==> src/rtl/fft_pkg.sv <==
// Shared types, Q2.16 twiddle tables and fixed-point helpers for the SDF FFT stage.
// Sample words are packed {real, imag}, each component DATA_W bits two's complement.
package fft_pkg;

  localparam int unsigned TwIdxW    = 6;
  localparam int unsigned TwTabFrac = 16;

  typedef enum logic [1:0] {
    CmulGeneral,
    CmulBypass,
    CmulNegJ
  } cmul_mode_e;

  // cos(2*pi*i/64) and sin(2*pi*i/64) in Q2.16
  localparam int TwCos [64] = '{
     65536,  65220,  64277,  62714,  60547,  57798,  54491,  50660,
     46341,  41576,  36410,  30893,  25080,  19024,  12785,   6424,
         0,  -6424, -12785, -19024, -25080, -30893, -36410, -41576,
    -46341, -50660, -54491, -57798, -60547, -62714, -64277, -65220,
    -65536, -65220, -64277, -62714, -60547, -57798, -54491, -50660,
    -46341, -41576, -36410, -30893, -25080, -19024, -12785,  -6424,
         0,   6424,  12785,  19024,  25080,  30893,  36410,  41576,
     46341,  50660,  54491,  57798,  60547,  62714,  64277,  65220
  };

  localparam int TwSin [64] = '{
         0,   6424,  12785,  19024,  25080,  30893,  36410,  41576,
     46341,  50660,  54491,  57798,  60547,  62714,  64277,  65220,
     65536,  65220,  64277,  62714,  60547,  57798,  54491,  50660,
     46341,  41576,  36410,  30893,  25080,  19024,  12785,   6424,
         0,  -6424, -12785, -19024, -25080, -30893, -36410, -41576,
    -46341, -50660, -54491, -57798, -60547, -62714, -64277, -65220,
    -65536, -65220, -64277, -62714, -60547, -57798, -54491, -50660,
    -46341, -41576, -36410, -30893, -25080, -19024, -12785,  -6424
  };

  // Re-quantise a Q2.16 table entry to frac fractional bits, round half up.
  function automatic int tw_round(input int v, input int unsigned frac);
    if (frac >= TwTabFrac) return v <<< (frac - TwTabFrac);
    return (v + (1 <<< (TwTabFrac - 1 - frac))) >>> (TwTabFrac - frac);
  endfunction

  function automatic logic signed [63:0] sat_s(input logic signed [63:0] x,
                                               input int unsigned w);
    logic signed [63:0] hi;
    logic signed [63:0] lo;
    hi = (64'sd1 <<< (w - 1)) - 64'sd1;
    lo = -(64'sd1 <<< (w - 1));
    if (x > hi) return hi;
    if (x < lo) return lo;
    return x;
  endfunction

  function automatic logic [63:0] cplx_pack(input logic [63:0] re, input logic [63:0] im,
                                            input int unsigned w);
    logic [63:0] mask;
    mask = (64'd1 << w) - 64'd1;
    return ((re & mask) << w) | (im & mask);
  endfunction

  function automatic logic signed [63:0] cplx_re(input logic [63:0] x, input int unsigned w);
    logic signed [63:0] t;
    t = signed'(x << (64 - 2 * w));
    return t >>> (64 - w);
  endfunction

  function automatic logic signed [63:0] cplx_im(input logic [63:0] x, input int unsigned w);
    logic signed [63:0] t;
    t = signed'(x << (64 - w));
    return t >>> (64 - w);
  endfunction

endpackage

==> src/rtl/fft_cmul.sv <==
// Complex multiply by a twiddle with round-half-up and saturation to DATA_W.
// W^0 passes through exactly; -j is a swap-and-negate with no multiplier rounding.
module fft_cmul import fft_pkg::*; #(
  parameter int unsigned DATA_W  = 16,
  parameter int unsigned TW_FRAC = 16
) (
  input  logic signed [DATA_W-1:0]  d_re_i,
  input  logic signed [DATA_W-1:0]  d_im_i,
  input  logic signed [TW_FRAC+1:0] w_re_i,
  input  logic signed [TW_FRAC+1:0] w_im_i,
  input  cmul_mode_e                mode_i,
  output logic signed [DATA_W-1:0]  p_re_o,
  output logic signed [DATA_W-1:0]  p_im_o
);

  localparam int unsigned ProdW = DATA_W + TW_FRAC + 3;
  localparam logic signed [ProdW-1:0] RoundC = ProdW'(64'sd1 <<< (TW_FRAC - 1));

  logic signed [ProdW-1:0] acc_re;
  logic signed [ProdW-1:0] acc_im;

  always_comb begin
    acc_re = ProdW'(d_re_i) * ProdW'(w_re_i) - ProdW'(d_im_i) * ProdW'(w_im_i) + RoundC;
    acc_im = ProdW'(d_re_i) * ProdW'(w_im_i) + ProdW'(d_im_i) * ProdW'(w_re_i) + RoundC;
  end

  always_comb begin
    p_re_o = d_re_i;
    p_im_o = d_im_i;
    unique case (mode_i)
      CmulGeneral: begin
        p_re_o = DATA_W'(sat_s(64'(acc_re >>> TW_FRAC), DATA_W));
        p_im_o = DATA_W'(sat_s(64'(acc_im >>> TW_FRAC), DATA_W));
      end
      CmulNegJ: begin
        // -(most negative) saturates instead of wrapping
        p_re_o = d_im_i;
        p_im_o = DATA_W'(sat_s(-64'(d_re_i), DATA_W));
      end
      CmulBypass: begin
        p_re_o = d_re_i;
        p_im_o = d_im_i;
      end
      default: begin
        p_re_o = d_re_i;
        p_im_o = d_im_i;
      end
    endcase
  end

endmodule

==> src/rtl/fft_sdf_stage.sv <==
// Streaming radix-2 DIF single-path delay-feedback butterfly stage, registered output.
// Define FFT_STAGE_SCALE_EN to halve sum/difference (1/N overall) instead of saturating.
module fft_sdf_stage import fft_pkg::*; #(
  parameter int unsigned N_POINT = 16,
  parameter int unsigned STAGE   = 0,
  parameter int unsigned DATA_W  = 16,
  parameter int unsigned TW_FRAC = 16
) (
  input  logic                  clk,
  input  logic                  rst_n,
  input  logic                  in_valid,
  input  logic                  in_sof,
  input  logic [2*DATA_W-1:0]   in_data,
  output logic                  out_valid,
  output logic                  out_sof,
  output logic [2*DATA_W-1:0]   out_data
);

  localparam int unsigned LogN    = $clog2(N_POINT);
  localparam int unsigned D       = N_POINT >> (STAGE + 1);
  localparam int unsigned LogD    = $clog2(D);
  localparam int unsigned TwW     = TW_FRAC + 2;
  localparam int unsigned SumW    = DATA_W + 1;
  localparam int unsigned SampleW = 2 * DATA_W;
  localparam int unsigned TwShift = TwIdxW - LogN;

  localparam logic [LogN-1:0] DMask = LogN'(D - 1);
  localparam logic [LogN-1:0] CntD  = LogN'(D);
  localparam logic [LogN-1:0] KNegJ = LogN'(N_POINT / 4);

  logic [LogN-1:0]    cnt_q, cnt_d;
  logic               primed_q, primed_d;
  logic               out_valid_q, out_valid_d;
  logic               out_sof_q, out_sof_d;
  logic [SampleW-1:0] out_data_q, out_data_d;
  logic [SampleW-1:0] fifo_q [D];
  logic [SampleW-1:0] fifo_d [D];

  logic               sof_acc;
  logic               resync;
  logic [LogN-1:0]    cnt_cur;
  logic               phase;
  logic [LogN-1:0]    k;
  logic [TwIdxW-1:0]  tw_idx;
  cmul_mode_e         mode;

  logic [SampleW-1:0]       head;
  logic signed [DATA_W-1:0] a_re, a_im, b_re, b_im;
  logic signed [SumW-1:0]   sum_w_re, sum_w_im, dif_w_re, dif_w_im;
  logic signed [DATA_W-1:0] sum_re, sum_im, dif_re, dif_im;
  logic signed [DATA_W-1:0] prod_re, prod_im;
  logic signed [TwW-1:0]    w_re, w_im;
  logic [SampleW-1:0]       push;
  logic [SampleW-1:0]       out_sample;

  always_comb begin : ctrl
    sof_acc = in_valid & in_sof;
    resync  = sof_acc && (cnt_q != '0);
    cnt_cur = sof_acc ? '0 : cnt_q;
    phase   = cnt_cur[LogD];
    k       = (cnt_cur & DMask) << STAGE;
    tw_idx  = TwIdxW'(k) << TwShift;
    w_re    = TwW'(tw_round(TwCos[tw_idx], TW_FRAC));
    w_im    = TwW'(-tw_round(TwSin[tw_idx], TW_FRAC));
    if (k == '0) begin
      mode = CmulBypass;
    end else if (k == KNegJ) begin
      mode = CmulNegJ;
    end else begin
      mode = CmulGeneral;
    end
  end

  always_comb begin : butterfly
    head     = fifo_q[D-1];
    a_re     = DATA_W'(cplx_re(64'(head), DATA_W));
    a_im     = DATA_W'(cplx_im(64'(head), DATA_W));
    b_re     = DATA_W'(cplx_re(64'(in_data), DATA_W));
    b_im     = DATA_W'(cplx_im(64'(in_data), DATA_W));
    sum_w_re = SumW'(a_re) + SumW'(b_re);
    sum_w_im = SumW'(a_im) + SumW'(b_im);
    dif_w_re = SumW'(a_re) - SumW'(b_re);
    dif_w_im = SumW'(a_im) - SumW'(b_im);
`ifdef FFT_STAGE_SCALE_EN
    sum_re   = DATA_W'((sum_w_re + SumW'(1)) >>> 1);
    sum_im   = DATA_W'((sum_w_im + SumW'(1)) >>> 1);
    dif_re   = DATA_W'((dif_w_re + SumW'(1)) >>> 1);
    dif_im   = DATA_W'((dif_w_im + SumW'(1)) >>> 1);
`else
    sum_re   = DATA_W'(sat_s(64'(sum_w_re), DATA_W));
    sum_im   = DATA_W'(sat_s(64'(sum_w_im), DATA_W));
    dif_re   = DATA_W'(sat_s(64'(dif_w_re), DATA_W));
    dif_im   = DATA_W'(sat_s(64'(dif_w_im), DATA_W));
`endif
  end

  fft_cmul #(
    .DATA_W  (DATA_W),
    .TW_FRAC (TW_FRAC)
  ) u_cmul (
    .d_re_i (dif_re),
    .d_im_i (dif_im),
    .w_re_i (w_re),
    .w_im_i (w_im),
    .mode_i (mode),
    .p_re_o (prod_re),
    .p_im_o (prod_im)
  );

  // Fill phase forwards the stored difference; butterfly phase emits the sum.
  always_comb begin : route
    if (phase) begin
      out_sample = SampleW'(cplx_pack(64'(sum_re), 64'(sum_im), DATA_W));
      push       = SampleW'(cplx_pack(64'(prod_re), 64'(prod_im), DATA_W));
    end else begin
      out_sample = head;
      push       = in_data;
    end
  end

  always_comb begin : next_state
    cnt_d       = cnt_q;
    primed_d    = primed_q;
    fifo_d      = fifo_q;
    out_valid_d = 1'b0;
    out_sof_d   = 1'b0;
    out_data_d  = out_data_q;
    if (in_valid) begin
      cnt_d     = cnt_cur + LogN'(1);
      fifo_d[0] = push;
      for (int unsigned i = 1; i < D; i++) begin
        fifo_d[i] = fifo_q[i-1];
      end
      out_sof_d   = (cnt_cur == CntD);
      out_valid_d = (primed_q && !resync) || out_sof_d;
      primed_d    = out_valid_d;
      if (out_valid_d) begin
        out_data_d = out_sample;
      end
    end
  end

  always_ff @(posedge clk or negedge rst_n) begin
    if (!rst_n) begin
      cnt_q       <= '0;
      primed_q    <= 1'b0;
      out_valid_q <= 1'b0;
      out_sof_q   <= 1'b0;
      out_data_q  <= '0;
    end else begin
      cnt_q       <= cnt_d;
      primed_q    <= primed_d;
      out_valid_q <= out_valid_d;
      out_sof_q   <= out_sof_d;
      out_data_q  <= out_data_d;
    end
  end

  // Delay-line storage is don't-care until primed, so it carries no reset.
  always_ff @(posedge clk) begin
    fifo_q <= fifo_d;
  end

  assign out_valid = out_valid_q;
  assign out_sof   = out_sof_q;
  assign out_data  = out_data_q;

endmodule

==> config.mk <==
export PLATFORM = sky130hd
export DESIGN_NAME = fft_sdf_stage
export DESIGN_NICKNAME = d
export VERILOG_FILES = /design/src/rtl/fft_pkg.sv /design/src/rtl/fft_cmul.sv /design/src/rtl/fft_sdf_stage.sv
export SDC_FILE = /design/constraint.sdc
export NUM_CORES = 2
export LEC_CHECK = 0
export ABC_AREA = 1
export ABC_CLOCK_PERIOD_IN_PS = 12800
export CAP_MARGIN = 20
export CORE_UTILIZATION = 45
export CTS_BUF_LIST = sky130_fd_sc_hd__clkbuf_16
export CTS_CLUSTER_DIAMETER = 100
export CTS_CLUSTER_SIZE = 28
export DETAILED_ROUTE_END_ITERATION = 8
export GPL_TIMING_DRIVEN = 0
export PLACE_DENSITY = 0.61
export SYNTH_ARGS = -nofsm -noshare
export SYNTH_HDL_FRONTEND = slang
export SYNTH_SLANG_ARGS = --single-unit
==> constraint.sdc <==
create_clock -name clk -period 12.8 [get_ports clk]
set_clock_uncertainty 0.05 [all_clocks]
set_input_delay 2.56 -clock clk [delete_from_list [all_inputs] [get_ports clk]]
set_output_delay 2.56 -clock clk [all_outputs]
set_load 0.01 [all_outputs]
==> results.cfg <==
[grt]
grt.overflow.total = 0
grt_start_max_net_pins = 125
grt_use_total_pct = 33.05
grt_antenna_before_repair = 14
grt_first_pass_wirelength_mm = 324.6
vias_in_the_first_global_route = 49760

[die]
start_util_pct = 45.48
die-area_mm2 = 0.1367
io_pins = 70
rows = 134
core_mm2 = 0.1338
floorplan.die.height_um = 369.7
horizontal_die_dimension_um = 369.7

[placement]
detailedPlace.worstSlack_ns = -5.396
dp.final_hpwl_mm = 179.1
globalplace.congestion = 1.040
place.port_buffers = 69

[sta]
whs_ns = 0.3643
setup_slack_ns = -0.1955
relSlewSlack_pct = 20.51
final.setup.tns_ns = -4.212
timing.final.hold_violations = 0
maxSlewViolCount = 0
transition_time_at_the_pin_with_the_least_slew_margin_ns = 1.192
report.final.setup_viol = 32
period_share_pct = 101.5
finalWorstPathRequiredPeriod_ns = 13.00
rsz0062_at_grt = true
maxClockFrequency_mhz = 76.95

[route]
finalWirelength_mm = 222.8
drt_first_iter_violations = 4797
route.detailed.drc = 28
drt_first_pass_iters = 9
detail-route-antenna-nets = 0
detail_route.wl_per_cell_um = 24.36
route.vias.total = 49170
viasPerCell = 5.375

[finish]
seq_area_mm2 = 0.008663
layout.cells.most_common = inv_1
layout.filler_cells = 12520
design.final.nets = 9122
multiInputGateArea_mm2 = 0.04793
area_growth_syn_to_layout_pct = 18.22
layout.cells.most_common_list = 1652 x inv_1, 1149 x fa_1, 950 x nand2_1, 708 x nor2_1, 478 x ha_1
post_route_cells_drive_above_1_share_pct = 15.53

[logic_synthesis]
number_of_enable_type_register_cells_in_the_synthesized_netlist = 256
syn_avg_cell_area_um2 = 8.745
yosysWarningCount = 0
syn-num-nets = 8722
ys_ff_latch = 295
synthDistinctLibCells = 68
yosysSeqAreaShare_pct = 14.24
synthFlopType = edfxtp_1
async_flop_share_pct = 13.22
post_synthesis_cell_count = 6958
synth_area_mm2 = 0.06084

[clocking]
cts_buffer_depth = 3
clock-sinks = 295
tritoncts = built
htreeDepth = 1
later_pin_clock_latency_in_the_skew_report_ns = 0.53
clk_root_buffer_cell = clkbuf_16
cts_made_buffers = 14
clock_transition_at_the_register_clock_pins_on_the_worst_setup_and_hold_paths_after_cts_ns = 0.12

[outcome]
run_status = finished, violations left
violations_in_the_final_reports = design-rule violations, negative setup slack

[worst_setup_path]
critPathArrivalTime_ns = 13.22
cp_data_required_time_ns = 13.03
setup.worst_path.start_class = primary input
critical_path.max_stage_delay_ns = 0.54
timing.critical_path.fanout_max = 10
critical_path_buffers_and_inverters = 18
worst_path_dominant_cell_family = adder cells
slowest_stage = fa_1
cp_common_cell = nand2_1
critical_path.endpoint_type = flip-flop
worst-setup-path-type = primary input to flip-flop

[run]
cap_viol_max_count = 0

[worst_hold_path]
hold_path_class = flip-flop to flip-flop
==> kinds of logic after synthesis <==
family	count (synthesis)	share of synthesized area, %
adder cells (fa/ha/maj)	1728	49.85
AND/OR/NAND/NOR	2080	13.74
multiplexers	2	0.03701
buffers and inverters	1951	12.40
XOR/XNOR	247	3.556
flip-flops	295	14.24
AO/OA/AOI/OAI	655	6.186
==> cell type report <==
class	instances	area share, %
Antenna cell	14	0.04871
Buffer	224	3.121
Clock buffer	15	0.5218
Clock inverter	8	0.05914
Inverter	1720	9.231
Multi-Input combinational cell	4712	66.63
Sequential cell	295	12.04
Tap cell	1768	3.075
Timing Repair Buffer	391	5.269
==> Yosys cell counts (9+ instances only) <==
library cell  number  area (um^2)
nor3_1            36        180.2
nor4_1            18        112.6
a211oi_1          10        75.07
ha_1             568         7107
nand2_1         1058         3971
a21boi_0          12        90.09
a21boi_1           9        67.56
o21ai_1           18        90.09
buf_1             19        71.32
buf_2             17        85.08
inv_2             11        41.29
a21oi_1          310         1551
fa_1            1160        23220
a221oi_1          16        140.1
o21bai_1          21        157.7
nor2_1           781         2932
edfxtp_1         256         7687
nand4_1           33        206.5
buf_6             12        135.1
inv_1           1701         6385
xor2_1           163         1428
o21ai_0          161        805.8
nand2_2           32        200.2
o21a_1            28        210.2
clkbuf_1         169        634.4
dfrtp_1           39        975.9
nand3_1           85        425.4
a31oi_1           17        106.4
xnor2_1           84        735.7
==> flip-flops by register name, summed over array words and instances (netlist names) <==
register	flops
fifo_q	224
primed_q	1
out_valid	1
out_sof	1
head	32
out_data	32
cnt_q	4
==> worst paths after layout <==
path                       cells after the start             startpoint  slack, ns                       to
max                                           56               in_valid      -0.20    fifo_q[231]$_DFFE_PP_
min                                            0  fifo_q[189]$_DFFE_PP_       0.36    fifo_q[157]$_DFFE_PP_
max reg2reg                                   54   cnt_q[0]$_DFFE_PN0P_       1.42    fifo_q[231]$_DFFE_PP_
min in group asynchronous                      1                  rst_n       2.10     cnt_q[0]$_DFFE_PN0P_
min reg2reg                                    0  fifo_q[189]$_DFFE_PP_       0.36    fifo_q[157]$_DFFE_PP_
max in group asynchronous                      1                  rst_n      10.02  out_data[5]$_DFFE_PN0P_
==> through the flow <==
stage	std cells	instance area [um^2]	utilization, %
final	9147	71930	53.76
after global routing	9136	71900	53.74
after CTS	9061	70390	52.61
after detailed placement	8831	64380	48.12
after global placement	8795	63800	47.69
after floorplan	6958	60900	-
==> repair_timing <==
action / 4_1_cts / 5_1_grt
pin swaps: 189 / 157
gates cloned: 9 / 2
resized for setup: 937 / 292
setup endpoints to repair: 32 / 32
buffers inserted: 205 / 71
hold buffers: 0 / 0
==> per-layer routing <==
metal,track usage (%),vias to the layer above,wire length (um)
met2,49.58,2347,96070
met5,0,-,71
li1,-,21700,-
met3,10.34,447,25860
met1,43.30,24670,86930
met4,15.93,10,13860
Power is left out: the tool's default activity adds up to more than one toggle a clock period on the data nets, which glitch-free logic cannot reach.
